### config.mk
export PLATFORM = sky130hd
export DESIGN_NAME = hoaa_serial_adder
export DESIGN_NICKNAME = d
export VERILOG_FILES = /design/src/rtl/hoaa_serial_adder.sv
export SDC_FILE = /design/constraint.sdc
export NUM_CORES = 1
export LEC_CHECK = 0
export ABC_AREA = 1
export CAP_MARGIN = 20
export CORE_MARGIN = 3
export CORE_UTILIZATION = 35
export DETAILED_ROUTE_END_ITERATION = 12
export PLACE_DENSITY_LB_ADDON = 0.08
export SYNTH_ARGS = -nofsm -noshare
export SYNTH_HDL_FRONTEND = slang
export SYNTH_SLANG_ARGS = --single-unit
### constraint.sdc
create_clock -name clk -period 2.1 [get_ports clk]
set_input_delay 0.21 -clock clk [delete_from_list [all_inputs] [get_ports clk]]
set_output_delay 0.21 -clock clk [all_outputs]
set_load 0.005 [all_outputs]
### src/rtl/hoaa_serial_adder.sv
// Bit-serial approximate adder: plus-one cell on the low APPROX_BITS, exact full adder above, exact chain in parallel.
// Result and done land WIDTH cycles after accept; start is ignored while busy (no queuing, no backpressure).
module hoaa_serial_adder #(
    parameter int WIDTH       = 8,
    parameter int APPROX_BITS = 2
) (
    input  logic             clk,
    input  logic             rst,
    input  logic             start,
    input  logic [WIDTH-1:0] a,
    input  logic [WIDTH-1:0] b,
    input  logic             cin,
    output logic             busy,
    output logic             done,
    output logic [WIDTH-1:0] sum,
    output logic             cout,
    output logic [WIDTH-1:0] exact_sum,
    output logic             err
);
    localparam int IW = (WIDTH > 1) ? $clog2(WIDTH) : 1;
    localparam logic [IW-1:0] LAST = IW'(WIDTH - 1);

    typedef enum logic {IDLE, SHIFT} state_t;

    state_t           state_q;
    logic [IW-1:0]    idx_q;
    logic [WIDTH-1:0] a_q, b_q;
    logic             c_apx_q, c_ex_q;
    logic [WIDTH-1:0] s_apx_q, s_ex_q;
    logic             busy_q, done_q, cout_q, err_q;
    logic [WIDTH-1:0] sum_q, exact_q;

    logic             s_apx, s_ex, c_apx_d, c_ex_d;
    logic [WIDTH-1:0] s_apx_d, s_ex_d;
    logic [31:0]      idx_ext;

    always_comb begin
        idx_ext = 32'(idx_q);
        s_apx   = 1'b0;
        c_apx_d = 1'b0;
        // Plus-one cell: sum bit biased toward 1, carry ignores a entirely.
        if (idx_ext < 32'(APPROX_BITS)) begin
            s_apx   = a_q[0] | ~(b_q[0] ^ c_apx_q);
            c_apx_d = b_q[0] | c_apx_q;
        end else begin
            s_apx   = a_q[0] ^ b_q[0] ^ c_apx_q;
            c_apx_d = (a_q[0] & b_q[0]) | (a_q[0] & c_apx_q) | (b_q[0] & c_apx_q);
        end
        s_ex    = a_q[0] ^ b_q[0] ^ c_ex_q;
        c_ex_d  = (a_q[0] & b_q[0]) | (a_q[0] & c_ex_q) | (b_q[0] & c_ex_q);
        s_apx_d = {s_apx, s_apx_q[WIDTH-1:1]};
        s_ex_d  = {s_ex, s_ex_q[WIDTH-1:1]};
    end

    always_ff @(posedge clk) begin
        if (rst) begin
            state_q <= IDLE;
            idx_q   <= '0;
            a_q     <= '0;
            b_q     <= '0;
            c_apx_q <= 1'b0;
            c_ex_q  <= 1'b0;
            s_apx_q <= '0;
            s_ex_q  <= '0;
            busy_q  <= 1'b0;
            done_q  <= 1'b0;
            cout_q  <= 1'b0;
            err_q   <= 1'b0;
            sum_q   <= '0;
            exact_q <= '0;
        end else begin
            done_q <= 1'b0;
            case (state_q)
                IDLE: begin
                    if (start) begin
                        a_q     <= a;
                        b_q     <= b;
                        c_apx_q <= cin;
                        c_ex_q  <= cin;
                        idx_q   <= '0;
                        busy_q  <= 1'b1;
                        state_q <= SHIFT;
                    end
                end
                SHIFT: begin
                    a_q     <= a_q >> 1;
                    b_q     <= b_q >> 1;
                    c_apx_q <= c_apx_d;
                    c_ex_q  <= c_ex_d;
                    s_apx_q <= s_apx_d;
                    s_ex_q  <= s_ex_d;
                    if (idx_q == LAST) begin
                        sum_q   <= s_apx_d;
                        cout_q  <= c_apx_d;
                        exact_q <= s_ex_d;
                        err_q   <= ({c_apx_d, s_apx_d} != {c_ex_d, s_ex_d});
                        done_q  <= 1'b1;
                        busy_q  <= 1'b0;
                        idx_q   <= '0;
                        state_q <= IDLE;
                    end else begin
                        idx_q <= idx_q + IW'(1);
                    end
                end
                default: state_q <= IDLE;
            endcase
        end
    end

    assign busy      = busy_q;
    assign done      = done_q;
    assign sum       = sum_q;
    assign cout      = cout_q;
    assign exact_sum = exact_q;
    assign err       = err_q;
endmodule

==> impl_results.md, run 1 <==
- FMAX: roughly 620 MHz
- Top cells by area, synth: dfxtp_1 (47%), nand2_1 (16%), inv_1 (6.9%)
- Die area: 7830 sq um
- Postcts setup bufs: 0
- MaxCap Viol Count: 0
- IO Count: 40
- H-Tree Depth: 2
- Clock root buffer: clkbuf_8
- Max-slew violations: 0
- Min-delay worst type: register to register
- Initial antenna violation count: 0
- DR vias/cell: around 4.6
- Num rows: 29
- Final instance area: about 2900 sq um
- Core box area: between 6000 and 7000 sq um
- Most instantiated cells after synthesis: nand2_1 (101), dfxtp_1 (56), inv_1 (44)
- Post-synthesis sequential element count: 56
- Setup crit start: idx_q[0]
- Status: finished, final reports clean
- Number of global-route vias before repair: about 1900
- Reg-to-reg setup timing slack: between 0.4 and 0.5 ns
- Largest fanout on the critical path: 20
- Hpwl dp: 3600 um
- Final Hold Vio Count: 0
- Die Ht: slightly below 90 um
- Post-route ant nets: 0
- Syn nets: 354
- Setup Viol. Count Final: 0
- Setup TNS: 0 ns
- Placed cell count: ~430
- Area Overhead vs Synth: 21.9%
- GPL Wtd Cong: ~0.76
- Clock slew seen by the registers of the worst setup and hold paths: 0.09 ns
- Synthesized instance count: between 300 and 400
- Routed WL: 5110 um
- Initial DRC Count: roughly 110
- Crit start category: register
- Prevailing post-synth register cell: dfxtp_1
- Hold Path Origin: idx_q[0]
- PwrDens: 690 nW/um^2
- Placed cell areas: 2810 sq um
- Layout cells sized above 1: 0.0467
- Vias: slightly above 2000
- Yosys Warn Count: 0
- Library cells used by synthesis: 19
- Sink Count: 56
- Ys async rst share: 0
- Biggest area consumer among synthesized cells: dfxtp_1
- CTS buffer count: 5
- Count leader, synth: nand2_1
- Max clock buf depth: 2
- Grt ovf: 0
- CP required: approximately 2.3 ns
- Worst R2R End: exact_sum[5]
- Clock Skew: ~0.0038 ns
- Routed len/inst: between 10 and 15 um
- RSZ-0062 raised after global routing: false
- Worst Setup Path Type: register to register
- Synth top area share: 0.471
- Final min period: 1.60 ns
- DRC errors left: 0
- CTS tree: built
- I/O Buffers: 39
- CTS resizes: 0
- Hold buffer count at cts: 0
- Setup crit end kind: register
- Initial Util: 0.368
- Mapped cell area: approximately 2400 sq um
- Peak VDD IR: between 200 and 300 uV
- Reg2reg start: idx_q[0]
- NumNets Final: between 300 and 400
- Slew @ Worst Pin: slightly below 0.4 ns
- First-pass GRT wire length: 8780 um
- Clock Latency Late Sink: roughly 0.31 ns
- Post-synth EDFFs: 0
- Hold path cells: 1
- Sequential element share of the synthesized area: 0.471
- Fin crit share: 0.762
- P_leak: about 1.3 nW
- Drt pass-1 iters: 7
- Non-filler cells, final: ~440
- Largest net degree at the start of global routing: 39
- Worst R2R Path Depth: 6
- Antenna diodes: 0
- Die width: about 90 um
- Syn Area/Cell: 7.23 sq um
- Global Route Usage Sum: 0.144
- Hold Crit Endpoint: idx_q[0]
- Slew HR: 0.735
- Critical path data arrival time: approximately 1.8 ns
logic make-up (layout without fill, tap and decap cells):
| group | Yosys count | in the layout | share of synthesized area |
|---|---|---|---|
| AO/OA/AOI/OAI | 60 | 60 | 0.135 |
| adder cells (fa/ha/maj) | 5 | 5 | 0.0326 |
| buffers and inverters | 64 | 99 | 0.115 |
| flip-flops | 56 | 56 | 0.471 |
| AND/OR/NAND/NOR | 144 | 144 | 0.247 |
worst max-delay path by stage:
stage	endpoint	slack, ns	cells after the start
floorplan	err	0.70	8
global placement	s_ex_q[4]	0.52	5
detailed placement	exact_sum[5]	0.50	6
CTS	exact_sum[5]	0.50	6
global route	cout	0.35	6
finish	exact_sum[5]	0.50	6
cells in the final DEF, fill, tap and decap left out, drive strengths merged:
cell / netlist / layout
clkbuf: 3 / 7
fa: 2 / 2
inv: 47 / 47
nand2: 102 / 102
o21ai: 32 / 32
dfxtp: 56 / 56
ha: 3 / 3
buf: 14 / 5
o22ai: 1 / 1
nor2: 16 / 16
a21oi: 19 / 19
a22oi: 7 / 7
clkinvlp: 0 / 1
a31oi: 1 / 1
nand3: 26 / 26
clkdlybuf4s50: 0 / 39
metrics by stage:
step / util / hold WS [ns] / power (mW) / setup slack (ns)
6_report: 0.449 / 0.461 / 2.00 / 0.500
5_1_grt: 0.449 / 0.489 / 2.13 / 0.353
3_3_place_gp: 0.435 / 0.442 / 1.42 / 0.524
4_1_cts: 0.449 / 0.451 / 2.04 / 0.496
2_1_floorplan: - / 0.353 / 1.33 / 0.702
3_5_place_dp: 0.435 / 0.452 / 1.42 / 0.502
sequential cells by signal, indices dropped and copies added, names as in the netlist:
signal,flops
a_q,8
b_q,8
exact_sum,8
sum,8
s_apx_q,7
s_ex_q,7
idx_q,3
busy,1
c_apx_q,1
c_ex_q,1
cout,1
done,1
err,1
state_q,1
layer usage:
| layer | wire length (um) | up-vias | GRT usage |
|---|---|---|---|
| met1 | 2560 | 879 | 0.192 |
| met2 | 2250 | 43 | 0.228 |
| met5 | 0 | - | 0 |
| met4 | 89 | 0 | 0.0577 |
| li1 | - | 1093 | - |
| met3 | 214 | 8 | 0.0307 |
final cells by class:
type	count	area, sq um
sequential	56	1120
clock buffer	7	86.3
tap	77	96.3
inverter	47	176
fill	670	3560
clock inverter	1	7.51
multi-input combinational	209	986
timing repair buffer	44	428
report_power, final:
part / leakage, nW / internal [mW] / switching (mW) / total (mW)
Combinational: 0.840 / 0.105 / 0.148 / 0.253
Clock: 0.0445 / 0.269 / 0.342 / 0.611
Sequential: 0.457 / 1.11 / 0.0303 / 1.14
Total: 1.34 / 1.48 / 0.521 / 2.00
critical path, stage by stage (launching register included):
cell and delay, ns:
dfxtp_1 0.33, ha_1 0.20, ha_1 0.22, nand2_4 0.22
nor2_4 0.06, inv_1 0.30, o21ai_0 0.14
Power figures use the tool's default switching activity.
==> run 2: changes to the inputs <==
- clock period: 2.1 -> 1.7 ns (I/O delays scaled with it)
==> run 2 against run 1 <==
  * Clock skew about the same
  * Worst hold slack got worse by 0.026 ns
  * Worst setup slack got worse by 0.29 ns
  * Critical path depth unchanged
  * Non-clock buffer count increased by 1
  * Fmax increased by 7.6%
  * Cell area increased by 1.6%
  * Sequential cell count unchanged
  * Via count about the same
  * Clock power increased by 41%
  * Combinational power increased by 28%
  * Power increased by 29%
  * Critical endpoint is now cout
  * Largest cell class unchanged
  * Largest power group unchanged
  * Highest routed layer unchanged
==> impl_results.md, run 2 (synthesis results as in run 1) <==
- Crit-path cells: ha_1 -> ha_1 -> nand2_4 -> nor2_4 -> inv_1 -> o21ai_0
- Critical path data arrival time: approximately 1.7 ns
- Routed WL: 5280 um
- Largest stage delay, worst path: about 0.33 ns
- First-pass GRT wire length: about 9100 um
- CTS buffer count: 5
- Final Util: 0.456
- Routed len/inst: 11.9 um
- Sink Count: 56
- Pint: slightly below 2 mW
- Final min period: 1.49 ns
- Die Ht: 88.5 um
- Max clock buf depth: 2
- Sw Ratio: 0.249
- Initial antenna violation count: 0
- Reg-to-reg setup timing slack: approximately 0.21 ns
- Layout cells sized above 1: 0.0493
- Number of global-route vias before repair: between 1500 and 2000
- P_leak: between 1 and 1.5 nW
- Peak VDD IR: approximately 330 uV
- Most frequent cells in the layout: nand2_1 (101), dfxtp_1 (56), inv_1 (44)
- Status: finished, final reports clean
- CTS tree: built
- P_sw: ~640 uW
- Num rows: 29
- Post-route ant nets: 0
- Die area: approximately 8000 sq um
- Setup Viol. Count Final: 0
- Hpwl dp: between 3000 and 4000 um
- Slew HR: 0.739
- Max-slew violations: 0
- I/O Buffers: 39
- Fin crit share: 0.875
- FMAX: about 670 MHz
- DRC errors left: 0
- Largest fanout on the critical path: 15
- RSZ-0062 raised after global routing: false
- PwrDens: slightly below 900 nW/um^2
- DR vias/cell: roughly 4.6
- Cell repeated most along the worst path: ha_1
- NumNets Final: 389
- Clk pwr share: 0.332
- Sequential share of power: 0.543
- Setup TNS: 0 ns
- Slowest stage cell, crit path: dfxtp_1
- Family with the most delay on the worst path: adder cells
- Clock root buffer: clkbuf_8
- Postcts setup bufs: 0
- Global Route Usage Sum: 0.147
- Min-delay worst type: primary input to register
- Slew @ Worst Pin: between 0.3 and 0.4 ns
- Vias: ~2000
- Initial DRC Count: 56
- GPL Wtd Cong: around 0.74
- CP required: 1.89 ns
- H-Tree Depth: 2
- Initial Util: 0.368
- Clock slew seen by the registers of the worst setup and hold paths: 0.10 ns
- Grt ovf: 0
- Comb power frac: 0.125
- Commonest non-fill, non-tap cell in the layout: nand2_1
- Largest net degree at the start of global routing: 48
- MaxCap Viol Count: 0
- Setup crit end kind: register
- Worst Setup Path Type: register to register
- Antenna diodes: 0
- Final Hold Vio Count: 0
- Clock Skew: around 0.0036 ns
- IO Count: 40
- Die width: ~90 um
- Crit start category: register
- Area Overhead vs Synth: 23.9%
- Core box area: 6460 sq um
- Drt pass-1 iters: 4
- Clock Latency Late Sink: about 0.30 ns
- CP bufs+invs: 1
run 2: changes by cell type in the layout (fill, tap and decap cells not counted):
cell | previous run | this run
buf_4 | 5 | 4
o21ai_1 | 0 | 1
o21ai_0 | 32 | 31
bufinv_16 | 0 | 1
clkinvlp_4 | 1 | 0
clkbuf_8 | 6 | 5
clkinv_2 | 0 | 1
buf_12 | 0 | 2
run 2: worst paths after layout:
check,cells past startpoint,start,to
max reg2reg,6,idx_q[0],cout
min reg2reg,1,idx_q[0],idx_q[0]
max,6,idx_q[0],cout
min,3,b[7],b_q[7]
run 2: metrics by stage:
stage                     instance area (sq um)  cells  power, mW  hold slack, ns  worst slack (ns)
after floorplan                            2380    329       1.65           0.313             0.302
after global placement                     2840    434       1.76           0.442             0.214
after global routing                       2950    442       2.75           0.448            0.0295
after detailed placement                   2840    434       1.76           0.453             0.206
after CTS                                  2950    442       2.63           0.421             0.188
final                                      2950    442       2.59           0.435             0.213
run 2: final cells by class:
| class | count | area, sq um |
|---|---|---|
| multi-input cells | 209 | 986 |
| inverters | 47 | 176 |
| clock buffers | 6 | 72.6 |
| flip-flops and latches | 56 | 1120 |
| repair buffers | 45 | 460 |
| well taps | 77 | 96.3 |
| clock inverters | 2 | 35.0 |
| fillers | 696 | 3510 |
run 2: worst min-delay path, stage by stage:
cell and delay [ns]:
clkdlybuf4s50_1 0.40, nand2_1 0.07, a21oi_1 0.06
run 2: repair_timing:
| item | in CTS | in global routing |
|---|---|---|
| setup endpoints to repair | 0 | 1 |
| hold buffers | 0 | 0 |
| gates resized for setup | 0 | 1 |
run 2: metal layers:
layer / GRT usage / vias to the layer above / routed length (um)
met3: 0.0251 / 6 / 196
met4: 0.0536 / 0 / 62
met2: 0.253 / 36 / 2410
met5: 0 / - / 0
met1: 0.186 / 886 / 2610
li1: - / 1096 / -
run 2: power by group through the flow:
stage / registers [mW] / logic (mW) / clock network [mW]
3_3_place_gp: 1.44 / 0.326 / 0
4_1_cts: 1.41 / 0.329 / 0.893
3_5_place_dp: 1.44 / 0.328 / 0
6_report: 1.41 / 0.324 / 0.859
5_1_grt: 1.42 / 0.379 / 0.955
2_1_floorplan: 1.42 / 0.222 / 0
==> run 3: changes to the inputs <==
- CAP_MARGIN: 20 -> 5
- TNS_END_PERCENT: default -> 50
==> results of run 3 <==
Final layout, timing and power as in run 2 (identical DEF).
